### config.mk
export PLATFORM = sky130hd
export DESIGN_NAME = rotation_frame_ctrl
export DESIGN_NICKNAME = d
export VERILOG_FILES = /design/src/rtl/rotation_frame_ctrl.sv
export SDC_FILE = /design/constraint.sdc
export NUM_CORES = 1
export LEC_CHECK = 0
export BUFFER_PORTS_ARGS = -buffer_cell sky130_fd_sc_hd__buf_2
export CORE_MARGIN = 4
export CORE_UTILIZATION = 51
export DETAILED_ROUTE_END_ITERATION = 8
export PLACE_DENSITY = 0.68
export SLEW_MARGIN = 0
export SYNTH_ARGS = -nofsm -noshare
export SYNTH_HDL_FRONTEND = slang
export SYNTH_SLANG_ARGS = --single-unit
### constraint.sdc
create_clock -name clk -period 3.8 [get_ports clk]
set_clock_uncertainty 0.05 [all_clocks]
set_input_delay 0.76 -clock clk [delete_from_list [all_inputs] [get_ports clk]]
set_output_delay 0.76 -clock clk [all_outputs]
set_load 0.01 [all_outputs]
### src/rtl/rotation_frame_ctrl.sv
// Frame sequencer for the rotation address generator.
// Holds the rotation angle (manual step pulses plus an optional per-frame auto spin).
// On each frame request it looks up Q2.14 sin/cos from a quarter-wave table,
// holds the generator in reset while the coefficients settle, then lets the
// generator run until it reports frame-done or the timeout expires.
module rotation_frame_ctrl #(
  parameter int ANGLE_STEP     = 1,
  parameter int AUTO_DIV       = 0,
  parameter int TIMEOUT_CYCLES = 1000000
) (
  input  logic               clk,
  input  logic               rst,
  input  logic               frame_req,
  input  logic               angle_inc,
  input  logic               angle_dec,
  input  logic               auto_en,
  input  logic               gen_frame_done,
  output logic               gen_rst,
  output logic signed [15:0] sin_a,
  output logic signed [15:0] cos_a,
  output logic [8:0]         angle,
  output logic               busy,
  output logic               overrun,
  output logic               timeout
);
  typedef enum logic [2:0] {S_IDLE, S_LOAD, S_LUT, S_APPLY, S_RUN} state_t;

  localparam logic [9:0]  STEP      = 10'(ANGLE_STEP);
  localparam logic [7:0]  AUTO_LAST = 8'(AUTO_DIV - 1);
  localparam logic        AUTO_ON   = (AUTO_DIV != 0);
  localparam logic [23:0] TO_LAST   = 24'(TIMEOUT_CYCLES - 1);
  localparam logic        TO_ON     = (TIMEOUT_CYCLES != 0);

  // round(16384 * sin(k deg)), k = 0..90
  localparam logic [15:0] SIN_TAB [0:90] = '{
    16'd0,     16'd286,   16'd572,   16'd857,   16'd1143,  16'd1428,  16'd1713,  16'd1997,  16'd2280,  16'd2563,
    16'd2845,  16'd3126,  16'd3406,  16'd3686,  16'd3964,  16'd4240,  16'd4516,  16'd4790,  16'd5063,  16'd5334,
    16'd5604,  16'd5872,  16'd6138,  16'd6402,  16'd6664,  16'd6924,  16'd7182,  16'd7438,  16'd7692,  16'd7943,
    16'd8192,  16'd8438,  16'd8682,  16'd8923,  16'd9162,  16'd9397,  16'd9630,  16'd9860,  16'd10087, 16'd10311,
    16'd10531, 16'd10749, 16'd10963, 16'd11174, 16'd11381, 16'd11585, 16'd11786, 16'd11982, 16'd12176, 16'd12365,
    16'd12551, 16'd12733, 16'd12911, 16'd13085, 16'd13255, 16'd13421, 16'd13583, 16'd13741, 16'd13894, 16'd14044,
    16'd14189, 16'd14330, 16'd14466, 16'd14598, 16'd14726, 16'd14849, 16'd14968, 16'd15082, 16'd15191, 16'd15296,
    16'd15396, 16'd15491, 16'd15582, 16'd15668, 16'd15749, 16'd15826, 16'd15897, 16'd15964, 16'd16026, 16'd16083,
    16'd16135, 16'd16182, 16'd16225, 16'd16262, 16'd16294, 16'd16322, 16'd16344, 16'd16362, 16'd16374, 16'd16382,
    16'd16384
  };

  state_t      state;
  logic [1:0]  quad;
  logic [6:0]  rem;
  logic [15:0] s_r, s_c;
  logic [7:0]  fcnt;
  logic [23:0] tcnt;

  logic        done_ok, auto_hit;
  logic [9:0]  ang_up, ang_dn;
  logic [8:0]  ang_inc_w, ang_dec_w;
  logic [1:0]  q_w;
  logic [6:0]  r_w;
  logic [15:0] sin_mag, cos_mag;
  logic        sin_neg, cos_neg;

  assign done_ok   = (state == S_RUN) && gen_frame_done;
  assign auto_hit  = AUTO_ON && auto_en && done_ok && (fcnt == AUTO_LAST);
  assign ang_up    = {1'b0, angle} + STEP;
  assign ang_inc_w = (ang_up >= 10'd360) ? 9'(ang_up - 10'd360) : ang_up[8:0];
  assign ang_dn    = ({1'b0, angle} < STEP) ? ({1'b0, angle} + 10'd360 - STEP)
                                            : ({1'b0, angle} - STEP);
  assign ang_dec_w = ang_dn[8:0];

  // Quadrant sign/mirror selection: odd quadrants read the mirrored entry.
  assign sin_mag = quad[0] ? s_c : s_r;
  assign cos_mag = quad[0] ? s_r : s_c;
  assign sin_neg = quad[1];
  assign cos_neg = quad[0] ^ quad[1];

  // Quadrant split by compare chain; no divider needed for a 0..359 range.
  always_comb begin
    q_w = 2'd0;
    r_w = 7'(angle);
    if (angle >= 9'd270) begin
      q_w = 2'd3;
      r_w = 7'(angle - 9'd270);
    end else if (angle >= 9'd180) begin
      q_w = 2'd2;
      r_w = 7'(angle - 9'd180);
    end else if (angle >= 9'd90) begin
      q_w = 2'd1;
      r_w = 7'(angle - 9'd90);
    end
  end

  // Angle register and auto-spin frame counter; manual pulses override an auto step.
  always_ff @(posedge clk) begin
    if (rst) begin
      angle <= 9'd0;
      fcnt  <= 8'd0;
    end else begin
      if (angle_inc && !angle_dec)                   angle <= ang_inc_w;
      else if (angle_dec && !angle_inc)              angle <= ang_dec_w;
      else if (auto_hit && !angle_inc && !angle_dec) angle <= ang_inc_w;
      if (!auto_en || !AUTO_ON) fcnt <= 8'd0;
      else if (done_ok)         fcnt <= auto_hit ? 8'd0 : fcnt + 8'd1;
    end
  end

  // Two registered table read ports, sampled while in LUT.
  always_ff @(posedge clk) begin
    if (state == S_LUT) begin
      s_r <= SIN_TAB[rem];
      s_c <= SIN_TAB[7'd90 - rem];
    end
  end

  // Frame sequencer; coefficients only move on the edge that releases gen_rst.
  always_ff @(posedge clk) begin
    if (rst) begin
      state   <= S_IDLE;
      gen_rst <= 1'b1;
      sin_a   <= 16'sd0;
      cos_a   <= 16'sd16384;
      busy    <= 1'b0;
      overrun <= 1'b0;
      timeout <= 1'b0;
      tcnt    <= 24'd0;
      quad    <= 2'd0;
      rem     <= 7'd0;
    end else begin
      overrun <= frame_req && (state != S_IDLE);
      timeout <= 1'b0;
      case (state)
        S_IDLE: if (frame_req) begin
          state   <= S_LOAD;
          gen_rst <= 1'b1;
          busy    <= 1'b1;
        end
        S_LOAD: begin
          quad  <= q_w;
          rem   <= r_w;
          state <= S_LUT;
        end
        S_LUT: state <= S_APPLY;
        S_APPLY: begin
          sin_a   <= sin_neg ? 16'(-sin_mag) : sin_mag;
          cos_a   <= cos_neg ? 16'(-cos_mag) : cos_mag;
          gen_rst <= 1'b0;
          tcnt    <= 24'd0;
          state   <= S_RUN;
        end
        S_RUN: begin
          if (gen_frame_done) begin
            state <= S_IDLE;
            busy  <= 1'b0;
          end else if (TO_ON && tcnt == TO_LAST) begin
            state   <= S_IDLE;
            busy    <= 1'b0;
            timeout <= 1'b1;
          end else begin
            tcnt <= tcnt + 24'd1;
          end
        end
        default: state <= S_IDLE;
      endcase
    end
  end
endmodule
* After elaboration in Yosys (flattened, before gate mapping)
Memories as Yosys holds them, arrays and structs flattened. A register that Yosys moved wholly into a read port is not among the register bits. Cells that the tools add are included.
Word-level totals: bits in registers 81, bits in read-only memories 4096, input bits 7, output and inout bits 45, word-level logic and storage cells 86, memories 2
Operators by class: $add $sub $neg 12, $lt $le $gt $ge 5, eq/ne operators 9, muxes and demuxes 27, bitwise logic cells 4, reductions and logical operators 16
Memories:
- (no name shown) | depth 128, bits a word 16, read ports 1, clocked after Yosys merged registers in 1, write ports 0, line 111 | s_c <= SIN_TAB[7'd90 - rem];
- (no name shown) | depth 128, bits a word 16, read ports 1, clocked after Yosys merged registers in 1, write ports 0, line 110 | s_r <= SIN_TAB[rem];
Operators with widths (number):
- $mux 16 | 4
- $mux 24 | 2
- $pmux 24 s2 | 1
- $mux 9 | 4
- $neg 16->16 | 2
- $add 24x1->24 const B | 1
- $eq 24x20->1 const B | 1
- $mux 7 | 3
- $sub 9x1->9 const B | 2
- $not 7->8 | 2
- $pmux 3 s5 | 1
- $add 9x1->10 const B | 1
- $ge 10x9->1 const B | 1
- $add 9x9->9 const B | 1
- $ge 9x7->1 const B | 1
- $ge 9x8->1 const B | 1
- $ge 9x9->1 const B | 1
- $lt 9x1->1 const B | 1
- $mux 3 | 3
- $sub 9x9->9 const B | 1
- $reduce_bool 2->1 | 4
- $sub 7x4->7 const B | 1
- $sub 7x6->7 const B | 1
- $sub 7x7->7 const A | 1
- 18 further kinds | 32

* Depth between registers and ports, before layout
depth after elaboration 5, depth in mapped cells 12

* Least setup slack after synthesis
Ideal clock, no wire load.
path type register to register, start point register rem[2], end point register s_c[6] (data pin), library setup time 0.256 ns, data arrival time 2.999 ns, data required time 3.494 ns, slack 0.495 ns, stages on the path, launching flop included 11, period minus slack after synthesis 3.305 ns, path through dfxtp_1 -> clkinv_1 -> clkbuf_1 -> ha_1 -> inv_1 -> clkbuf_1 -> clkbuf_1 -> ha_1 -> inv_1 -> mux4_2 -> a22o_1
On the way: word-level cells in the longest chain between the ends 2
RTL lines:
- start: declaration | line 50 | logic [6:0] rem;
- start signal: assignment | line 139 | rem <= r_w;
- $sub 7x7->7 | line 111
- $not 7->8 (implied by the code) | line 111
- end: declaration | line 51 | logic [15:0] s_r, s_c;
No other way between the ends. A chain may end at the register's enable or synchronous reset.

* Worst setup path in the final report
start point register rem[1], end point register s_c[4] (data pin)
Same word-level chain as after synthesis.

==> metrics.cfg <==
[synthesis]
ys_ff_latch=111
synth_area_sq_um=10500
synth_cell_types=91
synthArstFlopShare_pct=0
synth_area_per_cell_sq_um=7.54
ys_seq_area_share_pct=24.1
syn-num-nets=1432
yosys_warnings=0
yosys_most_used_dff=dfxtp_1
syn_inst=1389
synth_edf_count=30

[power_and_ir_drop]
power_per_cell_area_nw_per_um2=432
seqPwrFrac_pct=31.2
p_int_mw=2.74
swShare_pct=43.3
ir_drop_mv=0.229
p_leak_nw=3.94
clkPwrFrac_pct=20.1
switchingPower_mw=2.09
combPwrFrac_pct=48.7
p_total_mw=4.83

[critical_path]
r2r_cells=10
cpMostUsedCell=buf_4
cp_slowest_stage_delay_ns=0.42
critPathMaxFanout=19
cp_num_cells=10
cp_slowest_cell=a41oi_1
critPathKind=reg -> reg
crit_start=rem[1]$_SDFFE_PP0P_
cp-start-kind=register
cp.required_ns=3.87
crit_path_end_kind=register
critPathArrivalTime_ns=3.30
r2r-start=rem[1]$_SDFFE_PP0P_
path_cells=buf_4 > ha_1 > ha_1 > buf_4 > inv_1 > buf_4 > nand2_1 > o221ai_1 > o211ai_1 > a41oi_1
crit_buf_inv=4
crit_family=buffers and inverters

[route]
antenna_left=0
wl_mm=31.6
drtPass1Iterations=6
routedWlPerCell_um=19.2
via_per_inst=6.52
drt-initial-drc-count=1174
drc=0
routed-via-count=10700

[floorplan]
io_pins=52
die_w_um=151
core_sq_um=20200
dieArea_sq_um=22900
start_util_pct=51.7
rows=52
die_y_um=151

[clock_tree]
root_buffer=clkbuf_16
cts.clk_slew.worst_paths_ns=0.08
numCtsBuffers=9
cts_hold_buf=0
clock_path_buffers=2
clkSinkCount=111
htree_levels=3
cts_resized=0
cts_tree=built
cts_setup_buffers=0
clk_latency_ns=0.36

[min_path]
whs_path_depth=2
hp-start=sin_a[11]$_SDFFE_PP0P_
worstHoldPathType=reg -> reg

[sta]
finalCritPeriodShare_pct=84.9
worst_pin_slew_ns=0.991
slew_viol_final=0
setup_violations=0
fin_setup_tns_ns=0
max_slew_margin_pct=33.5
max_freq_mhz=310
rsz0062_at_grt=no
period_needed_ns=3.23
hold_viol=0

[layout]
fillers=1919
final_area_sq_um=11200
final_common_cell=nand2_1
antennaDiodeCount=0
final_cell_mix=nand2_1, nor2_1, a21oi_1, o21ai_0, dfxtp_1
layout-drive-gt1-share_pct=12.8
syn2layout_area_growth_pct=6.97
num-nets-final=1414

[job]
drv_cap=0

[place]
gp_congestion=1.03
numPortBuffers=50
placedInstanceArea_sq_um=10900
place_hpwl_mm=22.6

[global_routing]
grt_use_total_pct=27.5
grt_pass1_vias=9589
grt_max_degree=56
overflow=0
grt_pass1_wl_mm=51.3
antenna_found_initial=0

[outcome]
status=finished clean

[layer usage]
layer	wire, um	track usage [%]
met1	14000	39.2
met2	13900	42.8
met3	2810	4.64
met4	940	8.02
met5	0	0
[state kept, by name, indices dropped and copies added, names as in the netlist]
register / cells
timeout: 1
cos_a: 16
s_c: 15
gen_rst: 1
tcnt: 24
busy: 1
angle: 9
state: 3
sin_a: 16
quad: 2
s_r: 15
overrun: 1
rem: 7
[synthesized netlist by cell type (7+ instances only)]
cell	instances	area share, %
xnor2_1	33	2.8
buf_1	15	0.54
clkbuf_1	75	2.7
xor2_1	27	2.3
nor2_1	130	4.7
or3_1	17	1.0
buf_2	32	1.5
o2111ai_1	7	0.59
a211oi_1	40	2.9
nor3b_1	9	0.65
and3_1	14	0.84
a2111oi_0	7	0.59
nand2_1	132	4.7
o21ai_1	8	0.38
o31ai_1	14	1.0
a221oi_1	10	0.84
a31oi_1	29	1.7
nand4_1	13	0.78
ha_1	36	4.3
o22ai_1	10	0.60
a311oi_1	10	0.84
o311ai_0	13	1.1
mux4_2	8	1.7
nor3_1	46	2.2
a21o_1	9	0.65
o211ai_1	38	2.7
nand2b_1	15	0.90
nand3_1	34	1.6
mux2i_1	32	3.1
o21ai_0	102	4.9
dfxtp_1	81	15
nor2b_1	19	1.1
edfxtp_1	30	8.6
a21oi_1	121	5.8
nor4_1	10	0.60
inv_1	27	0.97
[layout make-up]
| class | instances | area [sq um] | area share [%] |
|---|---|---|---|
| Tap cell | 270 | 338 | 3.02 |
| Clock buffer | 10 | 250 | 2.24 |
| Inverter | 33 | 124 | 1.11 |
| Clock inverter | 6 | 60.1 | 0.536 |
| Sequential cell | 111 | 2530 | 22.6 |
| Timing Repair Buffer | 102 | 653 | 5.83 |
| Multi-Input combinational cell | 1114 | 7240 | 64.7 |
[power groups by stage]
| stage | registers [mW] | logic (mW) | clock network [mW] |
|---|---|---|---|
| final | 1.51 | 2.35 | 0.973 |
| after detailed placement | 1.53 | 2.29 | 0 |
| after global placement | 1.53 | 2.28 | 0 |
| after global routing | 1.53 | 2.56 | 1.05 |
| after CTS | 1.51 | 2.29 | 1.00 |
| after floorplan | 1.46 | 1.79 | 0 |
[logic make-up after synthesis]
group / count (synthesis) / synth area share [%]
AOI/OAI and AO/OA: 493 / 31.4
xor gates and xnor gates: 61 / 5.18
adders and majority gates: 37 / 4.41
buffers and inverters: 164 / 6.80
DFF: 111 / 24.1
muxes: 48 / 5.89
and+or+nand+nor: 475 / 22.2
[worst reg2reg max path: cells and delay by family (launching register included)]
family / cells / cell delay, ns
buffers and inverters: 4 / 1.06
AO/OA/AOI/OAI: 3 / 0.77
AND/OR/NAND/NOR: 1 / 0.19
flip-flops: 1 / 0.36
adder cells (fa/ha/maj): 2 / 0.58
[metrics by stage]
step | setup slack [ns] | instances | util, % | hold slack, ns
after floorplan | 0.495 | 1389 | - | 0.405
after global placement | 0.775 | 1630 | 53.8 | 0.381
after CTS | 0.682 | 1646 | 55.3 | 0.399
after detailed placement | 0.719 | 1630 | 53.8 | 0.388
after global routing | 0.433 | 1646 | 55.3 | 0.414
final | 0.572 | 1646 | 55.3 | 0.396
[path summary, 6_finish.rpt]
check,end,slack [ns]
min,sin_a[11]$_SDFFE_PP0P_,0.40
max reg2reg,s_c[4]$_DFFE_PP_,0.57
max,s_c[4]$_DFFE_PP_,0.57
min reg2reg,sin_a[11]$_SDFFE_PP0P_,0.40
No activity file was read; power rests on OpenSTA's default activity.
